## src/rtl/mem_stage_lsu.sv

```systemverilog
// MEM-stage load/store unit: lane steering, sign/zero extension, misalignment detection,
// single-cycle data memory path and a stalling req/ack device bus with timeout.
module mem_stage_lsu #(
    parameter int unsigned       DATA_W      = 32,
    parameter int unsigned       ADDR_W      = 32,
    parameter logic [ADDR_W-1:0] DEV_BASE    = 32'h40000000,
    parameter int unsigned       TIMEOUT_CYC = 256
) (
    input  logic                clk,
    input  logic                reset,
    input  logic                in_valid,
    input  logic                in_read,
    input  logic                in_write,
    input  logic [1:0]          in_size,
    input  logic                in_signed,
    input  logic [ADDR_W-1:0]   in_addr,
    input  logic [DATA_W-1:0]   in_wdata,
    output logic                stall,
    output logic                out_valid,
    output logic [DATA_W-1:0]   out_rdata,
    output logic                misalign_err,
    output logic                timeout_err,
    output logic                mem_rd,
    output logic                mem_we,
    output logic [ADDR_W-1:0]   mem_addr,
    output logic [DATA_W/8-1:0] mem_be,
    output logic [DATA_W-1:0]   mem_wdata,
    input  logic [DATA_W-1:0]   mem_rdata,
    output logic                dev_req,
    output logic                dev_we,
    output logic [ADDR_W-1:0]   dev_addr,
    output logic [DATA_W/8-1:0] dev_be,
    output logic [DATA_W-1:0]   dev_wdata,
    input  logic                dev_ack,
    input  logic [DATA_W-1:0]   dev_rdata
);

    localparam int unsigned NB    = DATA_W / 8;
    localparam int unsigned OFF_W = $clog2(NB);
    localparam int unsigned CNT_W = (TIMEOUT_CYC < 2) ? 2 : $clog2(TIMEOUT_CYC + 1);

    typedef enum logic [1:0] {StIdle, StWait, StResp} state_e;

    state_e              state_q, state_d;
    logic [CNT_W-1:0]    cnt_q, cnt_d, cnt_inc;
    logic                dev_req_q, dev_req_d;
    logic                dev_we_q, dev_we_d;
    logic [ADDR_W-1:0]   dev_addr_q, dev_addr_d;
    logic [NB-1:0]       dev_be_q, dev_be_d;
    logic [DATA_W-1:0]   dev_wdata_q, dev_wdata_d;
    logic [DATA_W-1:0]   rdata_q, rdata_d;
    logic                timeout_q, timeout_d;

    logic                live;
    logic                is_dev;
    logic [OFF_W-1:0]    off;
    logic [OFF_W-1:0]    off_mask;
    logic                misalign;
    logic [NB-1:0]       be_base;
    logic [NB-1:0]       be;
    logic [DATA_W-1:0]   lane_wdata;

    // Shift the addressed lane down, keep 8<<size bits, extend from the top kept bit.
    function automatic logic [DATA_W-1:0] extract(input logic [DATA_W-1:0] raw,
                                                  input logic [OFF_W-1:0]  offset,
                                                  input logic [1:0]        size,
                                                  input logic              sgn);
        int unsigned       bits;
        logic [DATA_W-1:0] sh;
        logic [DATA_W-1:0] mask;
        logic [DATA_W-1:0] res;
        sh   = raw >> {offset, 3'b000};
        bits = 32'd8 << size;
        if (bits >= DATA_W) mask = '1;
        else                mask = (DATA_W'(1) << bits) - DATA_W'(1);
        res = sh & mask;
        if (sgn && (bits < DATA_W) && (|(sh & mask & ~(mask >> 1)))) res = res | ~mask;
        return res;
    endfunction

    // Reset also gates the launch path so nothing fires while reset is held.
    assign live     = in_valid & (in_read | in_write) & ~reset;
    assign is_dev   = in_addr >= DEV_BASE;
    assign off      = in_addr[OFF_W-1:0];
    assign off_mask = OFF_W'((32'd1 << in_size) - 32'd1);
    assign misalign = (|(off & off_mask)) | ((in_size == 2'd3) && (DATA_W == 32));
    assign be       = be_base << off;
    assign cnt_inc  = cnt_q + CNT_W'(1);

    assign mem_addr  = in_addr;
    assign mem_be    = be;
    assign mem_wdata = lane_wdata;
    assign dev_req   = dev_req_q;
    assign dev_we    = dev_we_q;
    assign dev_addr  = dev_addr_q;
    assign dev_be    = dev_be_q;
    assign dev_wdata = dev_wdata_q;

    // Byte-enable pattern and store-data replication for the access size.
    always_comb begin
        be_base    = '0;
        lane_wdata = in_wdata;
        case (in_size)
            2'd0: begin
                be_base    = NB'(8'h01);
                lane_wdata = {NB{in_wdata[7:0]}};
            end
            2'd1: begin
                be_base    = NB'(8'h03);
                lane_wdata = {(NB / 2){in_wdata[15:0]}};
            end
            2'd2: begin
                be_base    = NB'(8'h0F);
                lane_wdata = {(NB / 4){in_wdata[31:0]}};
            end
            default: begin
                be_base    = NB'(8'hFF);
                lane_wdata = in_wdata;
            end
        endcase
    end

    // Next-state and output decode for the IDLE/WAIT/RESP access sequencer.
    always_comb begin
        state_d      = state_q;
        cnt_d        = cnt_q;
        dev_req_d    = dev_req_q;
        dev_we_d     = dev_we_q;
        dev_addr_d   = dev_addr_q;
        dev_be_d     = dev_be_q;
        dev_wdata_d  = dev_wdata_q;
        rdata_d      = rdata_q;
        timeout_d    = timeout_q;
        stall        = 1'b0;
        out_valid    = 1'b0;
        out_rdata    = '0;
        misalign_err = 1'b0;
        timeout_err  = 1'b0;
        mem_rd       = 1'b0;
        mem_we       = 1'b0;
        case (state_q)
            StIdle: begin
                timeout_d = 1'b0;
                if (live) begin
                    if (misalign) begin
                        out_valid    = 1'b1;
                        misalign_err = 1'b1;
                    end else if (is_dev) begin
                        stall       = 1'b1;
                        dev_req_d   = 1'b1;
                        dev_we_d    = in_write;
                        dev_addr_d  = in_addr;
                        dev_be_d    = be;
                        dev_wdata_d = lane_wdata;
                        cnt_d       = '0;
                        state_d     = StWait;
                    end else begin
                        // Read+write together behaves as a store returning zero.
                        mem_rd    = in_read & ~in_write;
                        mem_we    = in_write;
                        out_valid = 1'b1;
                        if (!in_write) out_rdata = extract(mem_rdata, off, in_size, in_signed);
                    end
                end
            end
            StWait: begin
                stall = 1'b1;
                cnt_d = cnt_inc;
                if (dev_ack) begin
                    rdata_d   = dev_rdata;
                    dev_req_d = 1'b0;
                    timeout_d = 1'b0;
                    state_d   = StResp;
                end else if ((TIMEOUT_CYC != 0) && (cnt_inc == CNT_W'(TIMEOUT_CYC))) begin
                    rdata_d   = '0;
                    dev_req_d = 1'b0;
                    timeout_d = 1'b1;
                    state_d   = StResp;
                end
            end
            StResp: begin
                out_valid   = 1'b1;
                timeout_err = timeout_q;
                if (!in_write) out_rdata = extract(rdata_q, off, in_size, in_signed);
                state_d = StIdle;
            end
            default: state_d = StIdle;
        endcase
    end

    // State, timeout counter and latched device request registers.
    always_ff @(posedge clk or posedge reset) begin
        if (reset) begin
            state_q     <= StIdle;
            cnt_q       <= '0;
            dev_req_q   <= 1'b0;
            dev_we_q    <= 1'b0;
            dev_addr_q  <= '0;
            dev_be_q    <= '0;
            dev_wdata_q <= '0;
            rdata_q     <= '0;
            timeout_q   <= 1'b0;
        end else begin
            state_q     <= state_d;
            cnt_q       <= cnt_d;
            dev_req_q   <= dev_req_d;
            dev_we_q    <= dev_we_d;
            dev_addr_q  <= dev_addr_d;
            dev_be_q    <= dev_be_d;
            dev_wdata_q <= dev_wdata_d;
            rdata_q     <= rdata_d;
            timeout_q   <= timeout_d;
        end
    end

endmodule
```

## config.mk

```make
export PLATFORM = sky130hd
export DESIGN_NAME = mem_stage_lsu
export DESIGN_NICKNAME = d
export VERILOG_FILES = /design/src/rtl/mem_stage_lsu.sv
export SDC_FILE = /design/constraint.sdc
export NUM_CORES = 1
export LEC_CHECK = 0
export ABC_AREA = 1
export CORE_ASPECT_RATIO = 0.8
export CORE_MARGIN = 4
export CORE_UTILIZATION = 46
export DETAILED_ROUTE_END_ITERATION = 16
export PLACE_DENSITY = 0.87
export SETUP_SLACK_MARGIN = 0.02
export SKIP_CTS_REPAIR_TIMING = 1
export SYNTH_ARGS = -nofsm -noshare
export SYNTH_HDL_FRONTEND = slang
export SYNTH_SLANG_ARGS = --single-unit
```

## constraint.sdc

```tcl
create_clock -name clk -period 15.9 [get_ports clk]
set_clock_uncertainty 0.15 [all_clocks]
set_input_delay 4.77 -clock clk [delete_from_list [all_inputs] [get_ports clk]]
set_output_delay 4.77 -clock clk [all_outputs]
set_load 0.1 [all_outputs]
```

==> flow_metrics.tcl, run 1 <==
set metrics [dict create \
    outcome "completed" \
    synth.top_cell.area_share_pct 40.2 \
    synth_fp_nets 1181 \
    tightest_slew_ns 1.08 \
    grt_max_degree 79 \
    yosysWarnings 0 \
    syn2layout_area_growth_pct 47.8 \
    worst_setup_path_start_kind "input pin" \
    cp-startpoint "in_size[1]" \
    wirelength_um 26400 \
    ant_nets 0 \
    power_mw 1.64 \
    vias 8066 \
    leakagePower_nw 4.96 \
    dp_cells 1471 \
    rsz0062_at_grt "false" \
    core_area_sq_um 15100 \
    min-delay-start "dev_addr[4]$_DFFE_PP0P_" \
    ir_drop_uv 117 \
    clock_latency_ns 0.41 \
    h-tree-depth 4 \
    yosysSeqAreaShare_pct 40.2 \
    tns_ns 0 \
    dp_hpwl_um 19500 \
    cp_max_fo 33 \
    diodes 0 \
    drv_cap 0 \
    die_x_um 147 \
    drc 0 \
    worst_slew_margin_rel_pct 27.5 \
    r2r_start "state_q[1]$_DFFE_PP0P_" \
    synth_edf_count 0 \
    synthArstFlopShare_pct 100 \
    end_kind "output pin" \
    p_per_area_nw_per_um2 156 \
    yosysMostFrequentCell "nand2_1" \
    synth_ff_type "dfrtp_1" \
    drive_gt1_share_pct 6.35 \
    clk_pin_slew_worst_paths_ns 0.05 \
    synth_mux_area_share_pct 0.846 \
    grt_usage_pct 29.4 \
    final_core_util_pct 69.7 \
    synth.distinct_cells 30 \
    port-buffer-count 312 \
    fp-row-count 40 \
    grt_pass1_wl_um 40700 \
    grt_overflow 0 \
    cp.required_ns 10.98 \
    start_util_pct 47.1 \
    cp_data_arrival_time_ns 9.40 \
    floorplan.die_area_sq_um 17500 \
    syn_area_sq_um 7100 \
    pin_count 313 \
    fin_crit_ns 14.32 \
    min_period_over_period_pct 90.1 \
    cts_sinks 114 \
    synthAdderAreaFrac_pct 0.352 \
    finalWeightedCongestion 0.966 \
    die_h_um 119 \
    fin_cells 1502 \
    antenna_found_initial 1 \
    yosys-top-cells-area "dfrtp_1, nand2_1, nand3_1, buf_4, o21ai_0" \
    clock_path_buffers 2 \
    holdWs_ns 0.318 \
    nets 1419 \
    numCtsBuffers 17 \
    post_drt_wl_per_cell_um 17.6 \
    synth_cells 1042 \
    yosys.area_share.simple_pct 34.4 \
    synth_top_family_by_area "simple AND/OR/NAND/NOR gates" \
    setup_viol 0 \
    drtIter0Drc 897 \
    maxSlewViolCount 0 \
    synth_common_cells "nand2_1, dfrtp_1, nand3_1" \
    synth_area_per_cell_sq_um 6.82 \
    grt_pass1_vias 7468 \
    hold_viol 0 \
    clock.fmax_ghz 0.0698 \
    synth_compound_area_share_pct 12.1 \
    vias_per_cell 5.37 \
    yosysTopAreaCell "dfrtp_1" \
    cts-root-buf "clkbuf_16" \
    dr.pass1.iters 5 \
    synth-xor-area-share_pct 0 \
    cts_tree "yes" \
    holdCritPathClass "reg2reg" \
    worstSetupPathType "in2out" \
    ys_ff_latch 114 \
]
[logic make-up (layout without fill, tap and decap cells)]
group | Yosys count | after routing
muxes | 6 | 6
buffers and inverters | 164 | 414
adders and majority gates | 2 | 2
and+or+nand+nor | 602 | 602
DFF | 114 | 114
AOI/OAI and AO/OA | 154 | 154
[worst max-delay path, stage by stage]
cell and delay [ns]:
clkdlybuf4s50_1 0.90, nor2_1 0.56, inv_1 0.23, ha_1 0.34
o21ai_1 0.10, a21oi_4 0.18, nand2_2 0.12, nor2_4 0.61
nand3_1 0.16, a21oi_1 0.24, clkdlybuf4s50_1 1.18
[metrics by stage]
step	setup slack [ns]	cell area (sq um)
floorplan	1.29	7100
global placement	1.79	9860
detailed placement	1.66	9860
CTS	1.64	10500
global route	1.23	10500
finish	1.58	10500
[power breakdown]
group          leakage, nW  internal (mW)  switching, mW
registers             1.46          0.370         0.0570
clock network        0.311          0.281          0.135
logic                 3.19          0.184          0.610
[worst paths after layout]
kind                            cells after the start  slack, ns                         to
max in group asynchronous                           3       9.63    rdata_q[24]$_DFFE_PP0P_
min in group asynchronous                           2       4.63    rdata_q[27]$_DFFE_PP0P_
worst min register to register                      2       0.32    dev_addr[4]$_DFFE_PP0P_
worst max register to register                     10      13.20  dev_wdata[14]$_DFFE_PP0P_
worst max-delay path                               11       1.58               out_rdata[4]
worst min-delay path                                2       0.32    dev_addr[4]$_DFFE_PP0P_
[per-layer routing]
layer / up-vias / share of wire, % / wire (um) / GRT usage [%]
met5: - / 0 / 0 / 0
met4: 0 / 2.8 / 736 / 9.78
met3: 58 / 10 / 2710 / 7.38
met2: 479 / 46 / 12200 / 46.1
met1: 3731 / 41 / 10800 / 40.0
li1: 3798 / - / - / -
[layout by cell type (no fill, tap or decap), drive strengths merged]
master / synthesis / layout
nand4: 3 / 3
nor3: 2 / 2
o21ai: 83 / 83
a22o: 1 / 1
buf: 77 / 35
o21bai: 5 / 5
o22ai: 12 / 12
o311ai: 6 / 6
a31oi: 3 / 3
clkdlybuf4s50: 0 / 286
bufinv: 0 / 5
ha: 2 / 2
clkinv: 0 / 5
dfrtp: 114 / 114
inv: 62 / 62
nand3: 101 / 101
o211ai: 6 / 6
mux2i: 6 / 6
clkbuf: 25 / 21
nor2: 56 / 56
a21oi: 38 / 38
nand2: 440 / 440
[cell type report]
| cell class | count | area, sq um |
|---|---|---|
| tap | 210 | 263 |
| inverter | 62 | 235 |
| multi-input combinational | 764 | 3390 |
| clock inverter | 10 | 183 |
| sequential | 114 | 2850 |
| timing repair buffer | 321 | 3120 |
| clock buffer | 21 | 450 |
| fill | 1222 | 4570 |
[flip-flops by register name, summed over array words and instances (netlist names)]
| register | count |
|---|---|
| dev_be | 4 |
| dev_we | 1 |
| timeout_q | 1 |
| cnt_q | 9 |
| rdata_q | 32 |
| dev_addr | 32 |
| state_q | 2 |
| dev_req | 1 |
| dev_wdata | 32 |
Note: power is estimated with default switching activity, not from simulation.
==> run 2: changes to the inputs <==
Settings changed: SETUP_SLACK_MARGIN 0.02 to unset.
==> results of run 2 <==
Same layout as run 1: the final DEF is identical, and so are final timing and power.
